==> src/rtl/bcd_autoscale.sv <==
// bcd_autoscale
// Sequential binary-to-BCD converter with automatic decimal-point placement.
// The input is a frequency in milli-hertz, so the value has three implied
// fraction digits. The block converts it with double-dabble into seven BCD
// digits (d6..d3 integer part, d2..d0 fraction). It then slides the value left
// one digit at a time until the leftmost displayed digit is non-zero, or until
// three fraction digits are showing. The four displayed digits are truncated,
// never rounded.
//
// Ports:
//   clk       system clock
//   reset     asynchronous, active-high reset
//   start     one-cycle request, accepted only while ready is high
//   bin       unsigned value in mHz, sampled on the edge that accepts start
//   ready     high while idle
//   done_tick one-cycle pulse; result outputs are updated in this cycle
//   bcd3..0   displayed digits, bcd3 leftmost
//   dp_pos    number of digits right of the decimal point (0..3)

module bcd_autoscale #(
  parameter int W = 20
) (
  input  logic         clk,
  input  logic         reset,
  input  logic         start,
  input  logic [W-1:0] bin,
  output logic         ready,
  output logic         done_tick,
  output logic [3:0]   bcd3,
  output logic [3:0]   bcd2,
  output logic [3:0]   bcd1,
  output logic [3:0]   bcd0,
  output logic [1:0]   dp_pos
);

  localparam int CW = $clog2(W + 1);

  typedef enum logic [1:0] {
    IDLE,
    CONV,
    NORM,
    DONE
  } state_t;

  state_t         r_state;
  state_t         w_next;
  logic [W-1:0]   r_bin;
  logic [27:0]    r_bcd;
  logic [27:0]    w_adj;
  logic [CW-1:0]  r_cnt;
  logic [1:0]     r_dp;
  logic [15:0]    r_bcdOut;
  logic [1:0]     r_dpOut;
  logic           r_done;
  logic           w_load;
  logic           w_conv;
  logic           w_shiftDigit;
  logic           w_latch;

  // Double-dabble correction: any digit of 5 or more gets 3 added so that
  // the following left shift carries correctly into the next decade.
  always_comb begin
    w_adj = r_bcd;
    for (int i = 0; i < 7; i++) begin
      if (r_bcd[4*i +: 4] >= 4'd5) begin
        w_adj[4*i +: 4] = r_bcd[4*i +: 4] + 4'd3;
      end
    end
  end

  // State register.
  always_ff @(posedge clk or posedge reset) begin
    if (reset) begin
      r_state <= IDLE;
    end else begin
      r_state <= w_next;
    end
  end

  // Next-state logic and datapath control strobes. The conversion ends when
  // the counter is at 1, because that cycle performs the W-th shift.
  // Normalisation stops once the leftmost digit is non-zero or three
  // fraction digits are visible; zero therefore ends up as 0.000.
  always_comb begin
    w_next       = r_state;
    w_load       = 1'b0;
    w_conv       = 1'b0;
    w_shiftDigit = 1'b0;
    w_latch      = 1'b0;
    case (r_state)
      IDLE: begin
        if (start) begin
          w_load = 1'b1;
          w_next = CONV;
        end
      end
      CONV: begin
        w_conv = 1'b1;
        if (r_cnt == CW'(1)) begin
          w_next = NORM;
        end
      end
      NORM: begin
        if ((r_bcd[27:24] == 4'd0) && (r_dp != 2'd3)) begin
          w_shiftDigit = 1'b1;
        end else begin
          w_latch = 1'b1;
          w_next  = DONE;
        end
      end
      DONE: begin
        w_next = IDLE;
      end
      default: begin
        w_next = IDLE;
      end
    endcase
  end

  // Conversion datapath: shift register, BCD digits, counter and dp.
  always_ff @(posedge clk or posedge reset) begin
    if (reset) begin
      r_bin <= '0;
      r_bcd <= '0;
      r_cnt <= '0;
      r_dp  <= 2'd0;
    end else if (w_load) begin
      r_bin <= bin;
      r_bcd <= '0;
      r_cnt <= CW'(W);
      r_dp  <= 2'd0;
    end else if (w_conv) begin
      r_bcd <= {w_adj[26:0], r_bin[W-1]};
      r_bin <= {r_bin[W-2:0], 1'b0};
      r_cnt <= r_cnt - CW'(1);
    end else if (w_shiftDigit) begin
      r_bcd <= {r_bcd[23:0], 4'd0};
      r_dp  <= r_dp + 2'd1;
    end
  end

  // Result registers hold the last result until the next one is latched.
  always_ff @(posedge clk or posedge reset) begin
    if (reset) begin
      r_bcdOut <= '0;
      r_dpOut  <= 2'd0;
      r_done   <= 1'b0;
    end else begin
      r_done <= w_latch;
      if (w_latch) begin
        r_bcdOut <= r_bcd[27:12];
        r_dpOut  <= r_dp;
      end
    end
  end

  assign ready     = (r_state == IDLE);
  assign done_tick = r_done;
  assign bcd3      = r_bcdOut[15:12];
  assign bcd2      = r_bcdOut[11:8];
  assign bcd1      = r_bcdOut[7:4];
  assign bcd0      = r_bcdOut[3:0];
  assign dp_pos    = r_dpOut;

endmodule

==> config.mk <==
export PLATFORM = sky130hd
export DESIGN_NAME = bcd_autoscale
export DESIGN_NICKNAME = d
export VERILOG_FILES = /design/src/rtl/bcd_autoscale.sv
export SDC_FILE = /design/constraint.sdc
export NUM_CORES = 1
export LEC_CHECK = 0
export CELL_PAD_IN_SITES_DETAIL_PLACEMENT = 1
export CELL_PAD_IN_SITES_GLOBAL_PLACEMENT = 1
export CORE_ASPECT_RATIO = 1.75
export CORE_MARGIN = 2
export CORE_UTILIZATION = 35
export CTS_CLUSTER_DIAMETER = 120
export DETAILED_ROUTE_END_ITERATION = 7
export GPL_ROUTABILITY_DRIVEN = 0
export GPL_TIMING_DRIVEN = 0
export PLACE_DENSITY = 0.74
export SLEW_MARGIN = 20
export SYNTH_ARGS = -nofsm -noshare
export SYNTH_HDL_FRONTEND = slang
export SYNTH_SLANG_ARGS = --single-unit
==> constraint.sdc <==
create_clock -name clk -period 5.6 [get_ports clk]
set_input_delay 1.12 -clock clk [delete_from_list [all_inputs] [get_ports clk]]
set_output_delay 1.12 -clock clk [all_outputs]
set_load 0.02 [all_outputs]
==> metrics list, run 1 <==
- Run status: complete, no violations
- Setup repair after global routing left no endpoint under its margin.
- Headroom to the max-slew limit came out at 44.3%.
- Summed over all cells, the static leakage comes to 0.00212 µW.
- Yosys cell types: 45
- Setup clock skew after layout: 0.00842 ns
* Row cnt: 51
* Clock tree sinks: 76
- The final hold violation count was 0.
- The root buffer cell chosen for the clock tree is sky130_fd_sc_hd__clkbuf_16.
- The number of antenna diodes in the final layout is 0.
* Cell type with the highest aggregate area in the netlist: sky130_fd_sc_hd__dfrtp_1
* Post-CTS Setup Repair Bufs: 0
- EDFF count, synth: 0
- For this run, the leading register cell type out of synthesis is sky130_fd_sc_hd__dfrtp_1.
* Min-delay worst type: flop to flop
* Endpoint class of the critical path: output port
- The floorplan step defined a core boundary enclosing 0.0112 mm².
* Min cycle time layout: 2.96 ns
* Crit path max fanout: 7
- The routed design has 10800 µm of wire.
* Asr flop ratio synth: 100%
- Across the run, the number of max-cap violations was 0.
* Mapped cell area: 0.00404 mm²
* Clk buf depth: 2
- The die covers 0.0124 mm².
- Largest net degree at the start of global routing: 44
- CTS tree: built
* Die H: 146 µm
- For this run, design rule violations remaining after detail routing come to 0.
* Max VDD drop: 0.000240 V
- Synth area leaders: sky130_fd_sc_hd__dfrtp_1, sky130_fd_sc_hd__ha_1, sky130_fd_sc_hd__mux2i_1
* Power density relative to cell area: 643 mW/mm²
* Required time worst endpoint: 4.48 ns
- Dividing the detail-routed wire length by the instance count gives 18.5 µm.
- X dimension of the die: 85.2 µm
- Adding up every negative setup slack in the final design gives 0 ns.
- The synthesized design devotes to its leading area cell type 47.1% of total area.
- Area growth from synthesis to final layout: 23.2%
* Total routing usage reported by global routing: 18.3%
- Clock latency on the worst-skew pair: 0.34 ns
- For the worst setup path, the data arrival time is 1.84 ns.
* Via-per-instance ratio: 5.53
- Endpoints failing setup: 0
* CP Launch Point: r_state[0]$_DFFE_PP0P_
- Global-route wire length before repair: 17800 µm
- The startpoint identified for the worst register-to-register timing path is r_bcd[24]$_DFFE_PP0P_.
- First-pass iteration count of the detailed router: 4
* Worst Hold Launch: r_bcdOut[5]$_DFFE_PP0P_
- The total count of max-transition violations in the final report was 0.
- Cells with a size suffix above 1 make up 9.96% of the layout.
- Once detailed placement completed, the half-perimeter wirelength came to 7980 µm.
* Area taken by flip-flops and latches: 0.00190 mm²
- IO Pins: 43
- Once placement finished, the instance area stood at 0.00464 mm².
* Port Buffers: 42
- Gates resized during post-CTS repair numbered 0.
- STA classifies the critical path startpoint as a flop.
* Residual overflow from global routing: 0
- The library cells used most frequently in the layout, excluding fill and tap cells, are sky130_fd_sc_hd__dfrtp_1, sky130_fd_sc_hd__o21ai_0, sky130_fd_sc_hd__nand2_1, sky130_fd_sc_hd__clkdlybuf4s50_1, sky130_fd_sc_hd__mux2i_1.
- Via count of the first global-routing pass: 3561
- Syn_area_per_cell: 10.3 µm²
- Count of fill cells added during filler insertion: 1228
* Synthesized Nets: 438
- The routed layout has 3228 vias.
- Synthesis handed over a netlist of 393 instances.
* Antenna-violating nets left: 0
* Most common cell after layout, fill and taps aside: sky130_fd_sc_hd__dfrtp_1
- Seq/Total Area, Yosys: 47.1%
- Synth Warn #: 0
- Clock-pin slew was measured on the worst setup and hold paths at 0.06 ns.
- The number of hold buffers added after CTS was 0.
* CTS buffer count: 9
- Final Instance Area: 0.00497 mm²
* Net count of the finished layout: 492
* Worst setup path category: flop to output port
- After the first detailed-routing iteration, the DRC count stood at 142.
- Transition at the pin with the smallest max-transition slack: 0.833 ns
- Initial antenna violation count: 0
- Synthesis inferred 76 register bits.
- For this run, the top clock speed supported by timing is 338 MHz.
- Total number of H-tree levels: 3
- Period Utilization, post-route: 52.8%
* Combined area of the multi-input logic cells: 0.00195 mm²
- Once the floorplan was initialized, standard cells occupied 36.1% of the core.
## worst paths after layout
path / endpoint / slack (ns) / cells after the start
max: ready / 2.64 / 3
min: r_bcdOut[5]$_DFFE_PP0P_ / 0.49 / 2
max reg2reg: r_bcd[13]$_DFFE_PP0P_ / 3.04 / 7
min reg2reg: r_bcdOut[5]$_DFFE_PP0P_ / 0.49 / 2
max in group asynchronous: r_bin[4]$_DFFE_PP0P_ / 3.82 / 3
min in group asynchronous: done_tick$_DFF_PP0_ / 1.20 / 2
## flip-flops by register name (all words and copies together) (netlist names)
signal	cells
done_tick	1
r_dp	2
dp_pos	2
r_bcd	28
r_state	2
r_bin	20
r_bcdOut	16
r_cnt	5
## metrics by stage
stage / hold slack (ns) / utilization, % / std cells / power (µW) / setup WS, ns
global route: 0.532 / 44.5 / 584 / 3430 / 2.55
detailed placement: 0.478 / 41.6 / 568 / 2570 / 2.54
global placement: 0.463 / 41.4 / 567 / 2470 / 1.20
floorplan: 0.468 / - / 393 / 2040 / 2.54
finish: 0.485 / 44.5 / 584 / 3190 / 2.64
CTS: 0.491 / 44.5 / 584 / 3220 / 2.63
## cells in the mapped netlist (3+ instances only)
cell                       number
sky130_fd_sc_hd__mux2i_1       25
sky130_fd_sc_hd__nor3_1         9
sky130_fd_sc_hd__nor3b_1        7
sky130_fd_sc_hd__dfrtp_1       76
sky130_fd_sc_hd__inv_1         22
sky130_fd_sc_hd__nor2_1         5
sky130_fd_sc_hd__a32oi_1        5
sky130_fd_sc_hd__buf_2          3
sky130_fd_sc_hd__a22o_1         4
sky130_fd_sc_hd__clkbuf_1      13
sky130_fd_sc_hd__ha_1          22
sky130_fd_sc_hd__nand2_1       44
sky130_fd_sc_hd__a21oi_1       23
sky130_fd_sc_hd__mux2_2        17
sky130_fd_sc_hd__nand2b_1       7
sky130_fd_sc_hd__a211oi_1      14
sky130_fd_sc_hd__xnor2_1        8
sky130_fd_sc_hd__o21ai_0       45
sky130_fd_sc_hd__o22ai_1        6
sky130_fd_sc_hd__nand3_1        4
sky130_fd_sc_hd__a221oi_1       4
## final cells by class
cell class                      count  area share (%)
Inverter                           22            1.71
Multi-Input combinational cell    275            39.3
Buffer                             20            1.96
Timing Repair Buffer               43            8.86
Sequential cell                    76            38.2
Clock inverter                      3            1.38
Tap cell                          132            3.32
Clock buffer                       13            5.23
## critical path, stage by stage, from the launching register on
cell	delay, ns
sky130_fd_sc_hd__dfrtp_1	0.39
sky130_fd_sc_hd__inv_1	0.13
sky130_fd_sc_hd__ha_1	0.31
sky130_fd_sc_hd__clkdlybuf4s50_1	0.66
## kinds of logic (layout without fill, tap and decap cells)
group                    Yosys count  after routing  synth area share (%)
AO/OA/AOI/OAI                    111            111                  16.9
AND/OR/NAND/NOR                   90             90                  11.6
flip-flops                        76             76                  47.1
multiplexers                      42             42                  10.9
buffers and inverters             42            101                  4.47
adder cells (fa/ha/maj)           22             22                  6.82
XOR/XNOR                          10             10                  2.17
## per-layer routing
| layer | routed length, µm | GRT usage, % |
|---|---|---|
| met5 | 0 | 0 |
| met4 | 278 | 9.05 |
| met3 | 286 | 2.94 |
| met2 | 6190 | 34.9 |
| met1 | 4060 | 18.5 |
## power breakdown
part	total (µW)	switching [µW]	internal [µW]
Sequential	1020	215	803
Clock	643	227	416
Combinational	1530	879	656
Total	3190	1320	1870
(Power assumes the default switching activity.)
==> run 2: changes to the inputs <==
- PLACE_DENSITY: 0.74 -> 0.77
- clock period: 5.6 -> 2.4 ns (I/O delays scaled with it)
==> run 2 against run 1 <==
Net effect:
- total power is 130% higher
- via count is 0.12% lower
- critical path type unchanged
- sequential share of layout area is 0.18 points higher
- clock power is 91% higher
- clock skew is 0.0042 ns lower
- cell count is 0.17% higher
- count of clock-buffer cells in the layout is 3 lower
- combinational power is 140% higher
- largest power group unchanged
- core utilization is 0.21 points lower
- largest cell class unchanged
- sequential cell count stayed put
- critical path depth stayed put
- highest routed layer unchanged
==> metrics list, run 2 (same netlist as run 1, synthesis figures left out) <==
- The flow ran to the end, and the final reports show no timing, DRC or antenna violations.
* Initial antenna violation count: 0
* CORE AREA: 0.0112 mm²
* Largest net degree at the start of global routing: 34
* Leakage dissipation: 0.00211 µW
- In this run, the number of DRC markers left after iteration 0 of detailed routing was 196.
* CTS buffer count: 9
- Across the routed clock network, the largest skew measured is 0.00422 ns.
- Met1 track demand over resource in global routing: 20.2%
- The number of antenna diodes in the final layout is 0.
* Power density relative to cell area: 1470 mW/mm²
* First-pass iteration count of the detailed router: 4
* Crit path buf inv count: 2
- Setup repair after global routing missed its margin: no
- Clock tree sinks: 76
- The worst-case IR drop observed on VDD is 0.000545 V.
- Root Driver: sky130_fd_sc_hd__clkbuf_16
- Endpoints failing setup: 0
- Clock latency on the worst-skew pair: 0.34 ns
* Critical path data arrival time: 1.85 ns
* Total number of H-tree levels: 3
- IO Pins: 43
* Antenna-violating nets left: 0
- Relative to the synthesized area, the layout overhead comes to 22.6%.
- Worst slew slack as a fraction of its limit: 57.5%
- The filler cells instantiated in the layout total 1242.
- The tightest hold path in the finished design has a slack of 0.478 ns.
- Crit path largest cell delay: 0.67 ns
- Final worst-path setup slack: 0.0674 ns
* Worst setup path category: flop to output port
- Area of the die: 0.0124 mm²
- Of the cells placed in the final design, the portion with a size suffix greater than 1 is 11.0%.
- Period Utilization, post-route: 97.2%
- Max reg flops: 28
- The worst hold path belongs to the class flop to flop.
- Global-route wire length before repair: 18600 µm
* Hpwl dp: 8160 µm
- For the pin with the worst max-slew slack, the measured transition is 0.638 ns.
- After global routing the overflow that remains totals 0.
- Number of violations of the max-capacitance limit: 0
- The clock period could shrink to 2.33 ns.
- The library cell used most frequently in the layout, excluding fill and tap cells, is sky130_fd_sc_hd__dfrtp_1.
* GR Util met2: 36.2%
- The number of global-route vias before repair is 3601.
* DR DRC count: 0
- Counting along the longest clock path gives a buffer depth of 2.
- Maximum clock frequency: 429 MHz
- Global routing consumed, on the met3 layer, 3.34% of the routing resources.
- Via-per-instance ratio: 5.51
- The final hold violation count is 0.
- TritonCTS built the clock tree.
- Final total negative setup slack: 0 ns
* Setup crit start kind: flop
- For this configuration, the core starts out at a cell density of 36.1%.
* Registers with the highest flip-flop counts: r_bcd: 28 flops, r_bin: 20 flops, r_bcdOut: 16 flops
- Across every metal layer, demand over resource in global routing totals 19.2%.
* DR vias: 3224
- For this design, the slowest cell found on the critical path is sky130_fd_sc_hd__clkdlybuf4s50_1.
- Crit path max fanout: 7
* Net count of the finished layout: 494
- The routed design has 11200 µm of wire.
- For the worst setup path, the data required time is 1.92 ns.
- CP top delay family: buffers and inverters
- From bottom edge to top edge, the die measures 146 µm.
- Counting flops per register, the top entry is r_bcd.
- Fin. max-slew vios: 0
- During placement, the flow inserted port buffers numbering 42.
- After global routing, the most crowded layer is met2.
* X dimension of the die: 85.2 µm
- Endpoint class of the critical path: output port
- Traced cell by cell, the critical path runs through inv_1, ha_1, clkdlybuf4s50_1.
- The setup check on the worst reg-to-reg path leaves a slack of 0.13 ns.
* Post-Place Setup Slack: -0.0948 ns
- In the layout the commonest cells are sky130_fd_sc_hd__dfrtp_1, sky130_fd_sc_hd__o21ai_0, sky130_fd_sc_hd__nand2_1, sky130_fd_sc_hd__clkdlybuf4s50_1, sky130_fd_sc_hd__mux2i_1.
- The floorplan has 51 rows.
- Clock transition at the registers of the reported paths: 0.06 ns
* DR WL/cell: 19.2 µm
## run 2: cell count changes in the layout (fill, tap and decap cells not counted), moves of 2 or more
| cell | previous run | this run |
|---|---|---|
| sky130_fd_sc_hd__clkbuf_8 | 2 | 0 |
| sky130_fd_sc_hd__clkbuf_1 | 15 | 11 |
| sky130_fd_sc_hd__clkinvlp_4 | 0 | 3 |
| sky130_fd_sc_hd__bufinv_16 | 2 | 0 |
| sky130_fd_sc_hd__clkinv_2 | 0 | 3 |
| sky130_fd_sc_hd__clkbuf_2 | 0 | 3 |
## run 2: cell type report
type / instances / area [µm²] / area share [%]
Clock buffer: 10 / 229 / 4.63
Clock inverter: 5 / 30.0 / 0.607
Multi-Input combinational cell: 275 / 1970 / 39.7
Timing Repair Buffer: 45 / 468 / 9.46
Inverter: 22 / 86.3 / 1.74
Buffer: 20 / 101 / 2.05
Sequential cell: 76 / 1900 / 38.4
Tap cell: 132 / 165 / 3.34
## run 2: what timing repair did
item / in CTS / in global routing
setup buffers: 0 / 1
hold buffers: 0 / 0
pin swaps: 0 / 0
gates cloned: 0 / 0
resized for setup: 1 / 7
setup endpoints to repair: 6 / 11
## run 2: worst paths after layout
path                       depth (start not counted)                     start                        to
min in group asynchronous                          2                     reset       done_tick$_DFF_PP0_
max reg2reg                                        7    r_state[1]$_DFFE_PP0P_     r_bcd[27]$_DFFE_PP0P_
max                                                3    r_state[0]$_DFFE_PP0P_                     ready
min reg2reg                                        2  r_bcdOut[13]$_DFFE_PP0P_  r_bcdOut[13]$_DFFE_PP0P_
max in group asynchronous                          3                     reset    r_state[0]$_DFFE_PP0P_
min                                                2  r_bcdOut[13]$_DFFE_PP0P_  r_bcdOut[13]$_DFFE_PP0P_
## run 2: per-stage QoR
step / util, % / total power [µW] / instance area, µm² / cells
final: 44.3 / 7260 / 4950 / 585
after global placement: 41.4 / 5760 / 4620 / 567
after global routing: 44.3 / 7800 / 4950 / 585
after floorplan: - / 4750 / 4040 / 393
after detailed placement: 41.8 / 5990 / 4660 / 569
after CTS: 44.2 / 7270 / 4930 / 584
## run 2: routing by layer
layer / up-vias / part of all wire (%)
met5: - / 0
met4: 0 / 2.3
met3: 17 / 2.6
met2: 53 / 57
met1: 1635 / 38
li1: 1519 / -
## run 2: worst min-delay path: stages (launching register included)
cell and delay, ns:
sky130_fd_sc_hd__dfrtp_1 0.34, sky130_fd_sc_hd__nand2_1 0.05, sky130_fd_sc_hd__o21ai_0 0.06
## run 2: where the power goes
part	total [µW]	switching (µW)	internal (µW)	leakage, µW
logic	3650	2090	1570	0.00102
clock network	1230	538	689	0.000124
registers	2370	501	1870	0.000966
total	7260	3130	4130	0.00211
